## config.mk

```make
export PLATFORM = sky130hd
export DESIGN_NAME = fetch_unit
export DESIGN_NICKNAME = d
export VERILOG_FILES = /design/src/rtl/fetch_unit.sv
export SDC_FILE = /design/constraint.sdc
export NUM_CORES = 1
export LEC_CHECK = 0
export CAP_MARGIN = 10
export CORE_MARGIN = 4
export CORE_UTILIZATION = 43
export CTS_BUF_LIST = sky130_fd_sc_hd__clkbuf_8
export CTS_CLUSTER_SIZE = 20
export DETAILED_ROUTE_END_ITERATION = 16
export GPL_ROUTABILITY_DRIVEN = 0
export PLACE_DENSITY = 0.79
export SLEW_MARGIN = 15
export SYNTH_ARGS = -nofsm -noshare
export SYNTH_HDL_FRONTEND = slang
export SYNTH_SLANG_ARGS = --single-unit
```

## constraint.sdc

```tcl
create_clock -name clk -period 3.05 [get_ports clk]
set_input_delay 0.4575 -clock clk [delete_from_list [all_inputs] [get_ports clk]]
set_output_delay 0.4575 -clock clk [all_outputs]
set_load 0.02 [all_outputs]
```

## src/rtl/fetch_unit.sv

```systemverilog
// Instruction-fetch front end: owns the PC, runs the imem request handshake,
// and presents {pc, pc+4, instruction} with a one-cycle IF/ID load strobe.
module fetch_unit #(
  parameter logic [31:0] RESET_PC = 32'h0000_0060
) (
  input  logic        clk,
  input  logic        rst,
  output logic [31:0] imem_address,
  output logic        imem_read,
  input  logic [31:0] imem_rdata,
  input  logic        imem_resp,
  input  logic        stall,
  input  logic        redirect,
  input  logic [31:0] redirect_pc,
  output logic        ifid_load,
  output logic [31:0] pc_out,
  output logic [31:0] pc_plus4_out,
  output logic [31:0] instr_out
);

  typedef enum logic [1:0] {
    START = 2'd0,
    FETCH = 2'd1,
    HOLD  = 2'd2,
    DROP  = 2'd3
  } state_t;

  state_t      state_r;
  logic [31:0] pc_r;
  logic [31:0] pending_pc_r;
  logic [31:0] buf_r;
  logic        deliver_s;

  function automatic logic [31:0] next_seq_pc(input logic [31:0] pc);
    return pc + 32'd4;
  endfunction

  assign imem_address = pc_r;
  assign pc_out       = pc_r;
  assign pc_plus4_out = next_seq_pc(pc_r);
  assign ifid_load    = deliver_s;

  // Request, delivery strobe and instruction mux decoded from the current state
  always_comb begin
    imem_read = 1'b0;
    deliver_s = 1'b0;
    instr_out = 32'h0000_0000;
    case (state_r)
      FETCH: begin
        imem_read = 1'b1;
        deliver_s = imem_resp && !redirect && !stall;
        instr_out = imem_rdata;
      end
      DROP: begin
        imem_read = 1'b1;
      end
      HOLD: begin
        deliver_s = !redirect && !stall;
        instr_out = buf_r;
      end
      default: begin
        imem_read = 1'b0;
        deliver_s = 1'b0;
        instr_out = 32'h0000_0000;
      end
    endcase
  end

  // Fetch FSM; pc only moves when no request is outstanding so the address stays stable
  always_ff @(posedge clk or posedge rst) begin
    if (rst) begin
      state_r      <= START;
      pc_r         <= RESET_PC;
      pending_pc_r <= 32'h0000_0000;
      buf_r        <= 32'h0000_0000;
    end else begin
      case (state_r)
        START: begin
          if (redirect) begin
            pc_r <= redirect_pc;
          end
          state_r <= FETCH;
        end
        FETCH: begin
          if (imem_resp) begin
            if (redirect) begin
              pc_r <= redirect_pc;
            end else if (!stall) begin
              pc_r <= next_seq_pc(pc_r);
            end else begin
              buf_r   <= imem_rdata;
              state_r <= HOLD;
            end
          end else if (redirect) begin
            pending_pc_r <= redirect_pc;
            state_r      <= DROP;
          end
        end
        DROP: begin
          if (imem_resp) begin
            pc_r    <= redirect ? redirect_pc : pending_pc_r;
            state_r <= FETCH;
          end else if (redirect) begin
            pending_pc_r <= redirect_pc;
          end
        end
        HOLD: begin
          if (redirect) begin
            pc_r    <= redirect_pc;
            state_r <= FETCH;
          end else if (!stall) begin
            pc_r    <= next_seq_pc(pc_r);
            state_r <= FETCH;
          end
        end
        default: begin
          state_r <= START;
        end
      endcase
    end
  end

endmodule

```

# After elaboration in Yosys (flattened, before gate mapping)
# Cells that the tools add are included.
[op_classes]
addsub = 1
mul = 0
div_mod_pow = 0
order_cmp = 0
eq_ne = 10
shifts = 0
mux = 18
bitwise = 2
n_reduce_logical = 11
[ops]
columns = ["op", "n"]
rows = [
  ["$mux 32", 6],
  ["$pmux 32 s4", 1],
  ["$pmux 32 s2", 1],
  ["$add 32x3->32 const B", 1],
  ["$mux 2", 7],
  ["$ne 3x3->1 const B", 4],
  ["$pmux 2 s4", 1],
  ["$ne 2x2->1 const B", 3],
  ["$reduce_and 5->1", 1],
  ["$eq 2x2->1 const B", 2],
  ["$reduce_and 4->1", 1],
  ["$logic_and 1x1->1", 3],
  ["$reduce_and 3->1", 1],
  ["$eq 2x1->1 const B", 1],
  ["$logic_not 1->1", 2],
  ["$logic_not 2->1", 1],
  ["$not 1->1", 2],
  ["$pmux 1 s2", 1],
  ["$reduce_and 2->1", 1],
  ["$reduce_or 2->1", 1],
  ["$mux 1", 1],
]
[word_totals]
reg_bits = 98
latchBits = 0
mem_bits_rw = 0
rom_bits = 0
in_bits = 69
output_inout_bits = 130
wordCells = 46
mem_count = 0

# Logic depth before layout (Yosys ltp)
# Gate-level depths: netlist of run 1.
[logic_depth]
word_depth = 5
depth_mapped = 10
ltp_nobuf = 7

# Worst setup path before layout of run 1
# OpenSTA, ideal clock, no wires.
[synth_path]
kind = "register to output"
from = "register pc_r[2], in the netlist imem_address[2]"
to = "output port pc_plus4_out[20]"
arrival_time_ps = 2192
t_required_ps = 2592
slack_ps = 401
stages_incl_launch_ff = 8
n_path_buf = 1
cell_sequence = "dfrtp_1 > ha_1 > nand3_1 > or2_2 > clkbuf_1 > nor3_1 > nand3_1 > xnor2_1"
[synth_via]
elab_chain_cells = 1
[synth_rtl]
columns = ["item", "line_no", "rtl"]
rows = [
  ["start, declared", "29", "logic [31:0] pc_r;"],
  ["start signal, assigned", "80", "pc_r <= redirect_pc;"],
  ["start signal, assigned", "87", "pc_r <= redirect_pc;"],
  ["start signal, assigned", "89", "pc_r <= next_seq_pc(pc_r);"],
  ["$add 32x3->32", "35", "return pc + 32'd4;"],
  ["end, declared", "17", "output logic [31:0] pc_plus4_out,"],
]
# Every way passes these cells.

# Worst setup path in the final report of run 1
[layout_path]
from = "register pc_r[3], in the netlist imem_address[3]"
to = "output port pc_plus4_out[28]"
# The elaborated chain is that of the path after synthesis.

==> results of run 1 <==
-- synth_stat cells (9+ instances only) --
| library cell | count | area share |
|---|---|---|
| o21ai_0 | 39 | 0.032 |
| nand3_1 | 15 | 0.012 |
| and3_1 | 9 | 0.0093 |
| o31ai_1 | 9 | 0.011 |
| a21oi_1 | 12 | 0.0099 |
| xnor2_1 | 13 | 0.019 |
| inv_1 | 9 | 0.0056 |
| a22o_1 | 11 | 0.016 |
| buf_1 | 10 | 0.0062 |
| buf_4 | 34 | 0.042 |
| clkbuf_1 | 27 | 0.017 |
| mux2_2 | 64 | 0.12 |
| nor2_1 | 76 | 0.047 |
| a22oi_1 | 38 | 0.047 |
| dfrtp_1 | 96 | 0.40 |
| nand2_1 | 23 | 0.014 |
| nor3_1 | 9 | 0.0075 |
| xor2_1 | 15 | 0.022 |
-- layer usage --
metal	wire length, µm	up-vias
met1	7183	2780
met2	9124	336
li1	-	2592
met3	1718	41
met4	486	2
met5	8	-
-- path summary, 6_finish.rpt --
kind                                                   start                            to  slack (ns)  depth (start not counted)
min in group asynchronous                                rst          buf_r[2]$_DFFE_PP0P_        0.55                          2
worst min register to register  pending_pc_r[15]$_DFFE_PP0P_  pending_pc_r[15]$_DFFE_PP0P_        0.51                          1
worst min-delay path            pending_pc_r[15]$_DFFE_PP0P_  pending_pc_r[15]$_DFFE_PP0P_        0.51                          1
worst max register to register        state_r[0]$_DFFE_PP0P_  imem_address[23]$_DFFE_PP0P_        0.38                          8
max in group asynchronous                                rst   imem_address[5]$_DFFE_PP1P_        1.77                          3
worst max-delay path             imem_address[3]$_DFFE_PP0P_              pc_plus4_out[28]        0.10                          7
-- report_power, final --
part           total [mW]  switching [mW]  internal [mW]  leakage, nW
logic                6.33            3.45           2.87         2.20
clock network       0.804           0.440          0.364       0.0959
registers            2.51           0.547           1.96         1.18
-- registers in the layout, indices dropped and copies added, names as in the netlist --
register and count:
buf_r 32, imem_address 32, pending_pc_r 32, state_r 2
-- layout make-up --
cell class	instances	area (µm²)	area share
clock buffers	9	123.9	0.01492
inverters	10	40.04	0.004824
multi-input cells	434	3143	0.3787
flip-flops and latches	98	2455	0.2957
well taps	180	225.2	0.02713
clock inverters	5	48.80	0.005879
repair buffers	236	2265	0.2728
-- cells by family after synthesis --
family,Yosys count,share of synthesized area
AOI/OAI and AO/OA,162,0.1964
xor gates and xnor gates,28,0.04057
adders and majority gates,6,0.01242
buffers and inverters,89,0.08135
DFF,98,0.4061
muxes,66,0.1225
and+or+nand+nor,172,0.1405
==> Implementation_results.wiki, run 1 <==
{| class="wikitable"
! Metric !! Value
|-
| First DRT Iteration DRCs || 465
|-
| Core region area || between 10000 and 15000 µm²
|-
| Setup fix buffers added after clock tree synthesis || 0
|-
| Number of antenna violations at the first check in global routing || 1
|-
| Total number of clock tree sinks || a little under 100
|-
| Maximum fanout count along the critical path || 11
|-
| Result of the run || complete, no violations
|-
| Num CTS Buffers || 9
|-
| H-tree level count || 3
|-
| Synthesized netlist net count || approximately 700
|-
| Synthesis-stage register bit count || 98
|-
| Avg Inst Size Synth || 9.734 µm²
|-
| Die footprint || 16020 µm²
|-
| Y dimension of the die || 126.6 µm
|-
| Via count of the first global-routing pass || around 5900
|-
| Minimum hold slack || 0.5143 ns
|-
| Power after layout || around 9.6 mW
|-
| Cell area after synthesis || approximately 6000 µm²
|-
| Max-slew headroom || 0.4112
|-
| Routing usage on met2 || 0.3892
|-
| Leakage power || 3.478 nW
|-
| Worst-skew pair later-pin latency || roughly 0.37 ns
|-
| CP peak stage delay || between 0.4 and 0.5 ns
|-
| Global Route Usage Sum || 0.2258
|-
| Least-Margin Pin Slew || between 0.8 and 0.9 ns
|-
| Worst-case clock skew || roughly 0.012 ns
|-
| Met3 Resource Use GR || 0.05305
|-
| Power per unit of standard cell area || 1162 nW/µm²
|-
| Final design instance area without fill || around 8300 µm²
|-
| Leading cell type in the layout, fill and taps excluded || clkdlybuf4s50_1
|-
| Peak supply drop || ~580 µV
|-
| Detailed Route WL || approximately 19000 µm
|-
| Critical path data required time || between 2 and 3 ns
|-
| Global-route met1 utilization || 0.2685
|-
| Post-synth top flop || dfrtp_1
|-
| Element type at the critical path end || primary output
|-
| Share of layout cells above drive strength 1 || 0.1780
|-
| Share of flip-flops with an asynchronous set or reset || 1.000
|-
| Via Count || 5751
|-
| Category of cells accounting for the largest share of critical-path delay || simple AND/OR/NAND/NOR gates
|-
| Placed inst area || a little over 8000 µm²
|-
| Average wire length per cell after detail routing || 19.05 µm
|-
| Post-route minimum period || 2.950 ns
|-
| Reg clk slew, reported paths || approximately 0.1 ns
|-
| TritonCTS clock tree || done
|-
| Most frequent cells in the layout || clkdlybuf4s50_1 (178), dfrtp_1 (96), nor2_1 (75), mux2_2 (64), o21ai_0 (39)
|-
| Max Cap Viol || 0
|-
| Buffering stage count on the worst path with inverters included || 2
|-
| Final setup vio count || 0
|-
| Arrival time worst endpoint || 2.49 ns
|-
| Post-placement worst setup slack || 0.04656 ns
|-
| Post-Synthesis Cells || about 620
|-
| Antenna Nets Post-Route || 0
|-
| Final non-filler cell total || ~970
|-
| Setup TNS || 0 ns
|-
| Unrepaired setup endpoints after global routing || true
|-
| Final net count || 864
|-
| Final setup slack of the worst path || around 0.1 ns
|-
| Drt via density || about 6
|-
| Maximum number of pins on one net before global-route repair || 55
|-
| Class of the most critical hold timing path || reg -> reg
|-
| Cell breakdown of the critical path || ha_1 > nand3_1 > nor4_1 > buf_4 > and4_1 > xor2_1 > dlygate4sd2_1
|-
| Worst Setup Path Type || reg -> out
|-
| CP Launch Type || flop
|-
| Bufs on Longest Clock Path || 2
|-
| Number of rows created at floorplan || 43
|-
| Instance count after placement with tap cells included || between 900 and 1000
|-
| Initial cell density of the core || 0.4372
|-
| Number of I/O port buffers || around 200
|-
| Final design utilization || 0.6003
|-
| Inserted Diodes || 0
|-
| Grt ovf || 0
|-
| EDFF count, synth || 0
|-
| Final count of pins violating max slew || 0
|-
| Highest clock rate || around 0.34 GHz
|-
| Layer with the highest usage after global routing || met2
|-
| First-pass GRT wire length || just under 30000 µm
|-
| Hold buffers post-CTS || 0
|-
| Number of primary I/O pins || 199
|-
| Final Hold Viols || 0
|-
| Final worst-path cycle share || 0.9672
|-
| Die width || between 100 and 150 µm
|-
| Cell at the slowest stage of the critical path || dfrtp_1
|-
| Cell variety after synth || 62
|-
| HPWL Detailed || roughly 14000 µm
|-
| Area growth syn-to-layout || 37.32%
|-
| TritonRoute pass-1 iters || 5
|-
| Count of unresolved DRC violations after routing || 0
|-
| Cell at the root of the clock tree || clkbuf_8
|-
| Final-layout fill cell count || 1100
|-
| Quantity of gates resized following cts || 26
|-
| Register area share after synthesis || 0.4061
|-
| Ys Warns || 0
|}
Power figures use the tool's default switching activity.
==> inputs of run 2 (changes only) <==
- ABC_AREA: default -> 1
- CORE_UTILIZATION: 43 -> 45
- PLACE_DENSITY: 0.79 -> 0.8
==> Implementation_results.wiki, run 2 <==
{| class="wikitable"
! Metric !! Value
|-
| Sequential power share || 0.258 (was 0.260)
|-
| Post-Synthesis Cells || 989 (was 621)
|-
| Global Route Usage Sum || 0.2249 (was 0.2258)
|-
| Reg clk slew, reported paths || 0.10 ns (about the same)
|-
| HPWL Detailed || 14180 µm (was 13630 µm)
|-
| Die width || 131.1 µm (was 126.6 µm)
|-
| Leading cell type in the layout, fill and taps excluded || nand2_1 (was clkdlybuf4s50_1)
|-
| Final setup slack of the worst path || 0.1604 ns (was 0.1001 ns)
|-
| Initial cell density of the core || 0.4637 (was 0.4372)
|-
| Register area share after synthesis || 0.3601 (was 0.4061)
|-
| Reg-to-reg slack, setup || 0.62 ns (was 0.38 ns)
|-
| Synthesis-stage register bit count || 98 (unchanged)
|-
| Most frequent cells in the layout || nand2_1 (354), clkdlybuf4s50_1 (193), nor2_1 (124), dfrtp_1 (95), inv_1 (69) (was clkdlybuf4s50_1 (178), dfrtp_1 (96), nor2_1 (75), mux2_2 (64), o21ai_0 (39))
|-
| Detailed Route WL || 19410 µm (was 18520 µm)
|-
| Cell area after synthesis || 6817 µm² (was 6045 µm²)
|-
| Instance count after placement with tap cells included || 1303 (was 958)
|-
| Class of the most critical hold timing path || in -> async (was reg -> reg)
|-
| Logic depth of the worst register-to-register path || 11 (was 8)
|-
| Total number of clock tree sinks || 98 (unchanged)
|-
| Least-Margin Pin Slew || 0.9153 ns (was 0.8832 ns)
|-
| EDFF count, synth || 0 (unchanged)
|-
| Design internal power || 5.046 mW (was 5.203 mW)
|-
| Critical path data required time || 2.59 ns (about the same)
|-
| Grt ovf || 0 (unchanged)
|-
| Clk pwr share || 0.099 (was 0.083)
|-
| Gate power share || 0.643 (was 0.656)
|-
| Max-slew headroom || 0.3891 (was 0.4112)
|-
| Drt via density || 5.130 (was 5.917)
|-
| Final Hold Viols || 0 (unchanged)
|-
| Core region area || 14700 µm² (was 13830 µm²)
|-
| Leakage power || 4.062 nW (was 3.478 nW)
|-
| Final setup vio count || 0 (unchanged)
|-
| Peak supply drop || 543.2 µV (was 582.4 µV)
|-
| Maximum number of pins on one net before global-route repair || 66 (was 55)
|-
| Cell breakdown of the critical path || inv_1 > ha_2 > inv_2 > buf_4 > a21oi_1 > clkdlybuf4s50_1 (was ha_1 > nand3_1 > nor4_1 > buf_4 > and4_1 > xor2_1 > dlygate4sd2_1)
|-
| Element type at the critical path end || primary output (unchanged)
|-
| Synthesized netlist net count || 1064 (was 696)
|-
| First-pass GRT wire length || 30770 µm (was 29690 µm)
|-
| Share of flip-flops with an asynchronous set or reset || 1.000 (unchanged)
|-
| Final non-filler cell total || 1319 (was 972)
|-
| Highest clock rate || 0.3461 GHz (was 0.3390 GHz)
|-
| Number of rows created at floorplan || 44 (was 43)
|-
| Post-route minimum period || 2.890 ns (was 2.950 ns)
|-
| Leading cell type by number of instances after synthesis || nand2_1 (was dfrtp_1)
|-
| Power per unit of standard cell area || 1105 nW/µm² (was 1162 nW/µm²)
|-
| Ys Warns || 0 (unchanged)
|-
| Worst Setup Path Type || reg -> out (unchanged)
|-
| Die footprint || 17180 µm² (was 16020 µm²)
|-
| Result of the run || complete, no violations (unchanged)
|-
| Cell type with the largest total area after synthesis || dfrtp_1 (unchanged)
|-
| Post-synth top flop || dfrtp_1 (unchanged)
|-
| Number of primary I/O pins || 199 (unchanged)
|-
| Unrepaired setup endpoints after global routing || false (was true)
|-
| Reg2Reg Launch Point || state_r[0]$_DFFE_PP0P_ (unchanged)
|-
| Worst-case clock skew || 0.02071 ns (was 0.01226 ns)
|-
| Biggest area contributors in the synthesized netlist || dfrtp_1 (35%), nand2_1 (19%), nor2_1 (6.9%), o21ai_0 (4.9%), inv_1 (3.8%) (was dfrtp_1 (40%), mux2_2 (12%), a22oi_1 (4.7%), nor2_1 (4.7%), buf_4 (4.2%))
|-
| Worst-skew pair later-pin latency || 0.39 ns (was 0.37 ns)
|-
| Commonest cells post-synth || nand2_1 (354), nor2_1 (126), dfrtp_1 (96), inv_1 (69), o21ai_0 (67) (was dfrtp_1 (96), nor2_1 (76), mux2_2 (64), o21ai_0 (39), a22oi_1 (38))
|-
| Bufs on Longest Clock Path || 2 (unchanged)
|-
| First DRT Iteration DRCs || 507 (was 465)
|-
| Post-placement worst setup slack || 0.5115 ns (was 0.04656 ns)
|-
| Y dimension of the die || 131.1 µm (was 126.6 µm)
|-
| Share of layout cells above drive strength 1 || 0.08370 (was 0.1780)
|-
| TritonRoute pass-1 iters || 6 (was 5)
|-
| Via Count || 6766 (was 5751)
|-
| Number of I/O port buffers || 198 (unchanged)
|-
| Num CTS Buffers || 9 (unchanged)
|-
| Number of antenna violations at the first check in global routing || 0 (was 1)
|-
| Switching Power || 4.789 mW (was 4.440 mW)
|-
| Via count of the first global-routing pass || 6167 (was 5931)
|-
| Worst flop-to-flop path endpoint || imem_address[2]$_DFFE_PP0P_ (was imem_address[23]$_DFFE_PP0P_)
|-
| Final worst-path cycle share || 0.9474 (was 0.9672)
|-
| Cell at the slowest stage of the critical path || clkdlybuf4s50_1 (was dfrtp_1)
|-
| Maximum fanout count along the critical path || 36 (was 11)
|-
| H-tree level count || 3 (unchanged)
|-
| Final net count || 1205 (was 864)
|-
| Setup TNS || 0 ns (unchanged)
|-
| Inserted Diodes || 0 (unchanged)
|-
| Average wire length per cell after detail routing || 14.72 µm (was 19.05 µm)
|-
| Power after layout || 9.835 mW (was 9.643 mW)
|-
| Cell variety after synth || 38 (was 62)
|-
| Area growth syn-to-layout || 30.54% (was 37.32%)
|-
| Final-layout fill cell count || 1321 (was 1100)
|-
| Avg Inst Size Synth || 6.892 µm² (was 9.734 µm²)
|-
| Area share of the largest cell type after synthesis || 0.3524 (was 0.3974)
|-
| Max Cap Viol || 0 (unchanged)
|-
| Final count of pins violating max slew || 0 (unchanged)
|-
| CP Launch Type || flop (unchanged)
|-
| Fraction of power spent switching nets || 0.4869 (was 0.4605)
|-
| TritonCTS clock tree || done (unchanged)
|-
| Antenna Nets Post-Route || 0 (unchanged)
|-
| CP peak stage delay || 0.63 ns (was 0.44 ns)
|-
| Arrival time worst endpoint || 2.43 ns (was 2.49 ns)
|-
| Cell at the root of the clock tree || clkbuf_8 (unchanged)
|-
| Count of unresolved DRC violations after routing || 0 (unchanged)
|}
## run 2: worst max path at each step
stage	from	end	slack (ns)	depth (start not counted)
6_report	state_r[0]$_DFFE_PP0P_	instr_out[13]	0.16	6
5_1_grt	imem_address[2]$_DFFE_PP0P_	pc_plus4_out[28]	0.02	8
4_1_cts	imem_address[3]$_DFFE_PP0P_	pc_plus4_out[24]	0.06	8
3_5_place_dp	imem_address[3]$_DFFE_PP0P_	pc_plus4_out[24]	0.51	8
3_3_place_gp	imem_address[3]$_DFFE_PP0P_	pc_plus4_out[24]	0.56	8
2_1_floorplan	rst	buf_r[0]$_DFFE_PP0P_	0.03	1
## run 2: repair_timing
action | in CTS | in global routing
buffers inserted | 0 | 0
endpoints found under the setup margin | 0 | 16
hold buffers | 0 | 0
gates resized for setup | 0 | 7
## run 2: kinds of logic after synthesis
family / synth area share
xor gates and xnor gates: 0.02570
buffers and inverters: 0.1155
adders and majority gates: 0.01101
muxes: 0.03469
and+or+nand+nor: 0.3443
DFF: 0.3601
AOI/OAI and AO/OA: 0.1087
## run 2: metrics by stage
| stage | area [µm²] | hold slack, ns | util |
|---|---|---|---|
| after floorplan | 6817 | 0.4476 | - |
| after global placement | 8653 | 0.4659 | 0.5887 |
| after detailed placement | 8653 | 0.4724 | 0.5887 |
| after CTS | 8882 | 0.4667 | 0.6043 |
| after global routing | 8899 | 0.4988 | 0.6054 |
| final | 8899 | 0.4749 | 0.6054 |
## run 2: critical path, delay by kind of cell, from the launching register on
family                   cells  cell delay (ns)
adder cells (fa/ha/maj)      1             0.41
AO/OA/AOI/OAI                1             0.18
flip-flops                   1             0.40
buffers and inverters        4             1.04
## run 2: area by class of cell
cell class / count / area (µm²) / share of cell area
Timing Repair Buffer: 214 / 2132 / 0.2396
Multi-Input combinational cell: 736 / 3582 / 0.4026
Clock buffer: 10 / 137.6 / 0.01547
Clock inverter: 6 / 91.34 / 0.01026
Inverter: 71 / 269.0 / 0.03023
Sequential cell: 98 / 2456 / 0.2760
Tap cell: 184 / 230.2 / 0.02587
## run 2: power groups by stage
stage          clock network (mW)  logic [mW]  registers (mW)
2_1_floorplan                   0        3.98            2.64
3_3_place_gp                    0        6.23            2.52
5_1_grt                      1.07        6.93            2.63
6_report                    0.969        6.33            2.54
3_5_place_dp                    0        6.32            2.55
4_1_cts                      1.00        6.34            2.53
## run 2: layer usage
layer	track usage	vias to the layer above	wire length, µm
li1	-	3344	-
met1	0.3127	3089	8646
met2	0.3483	297	8871
met3	0.04579	36	1487
met4	0.08227	0	405
met5	0	-	0
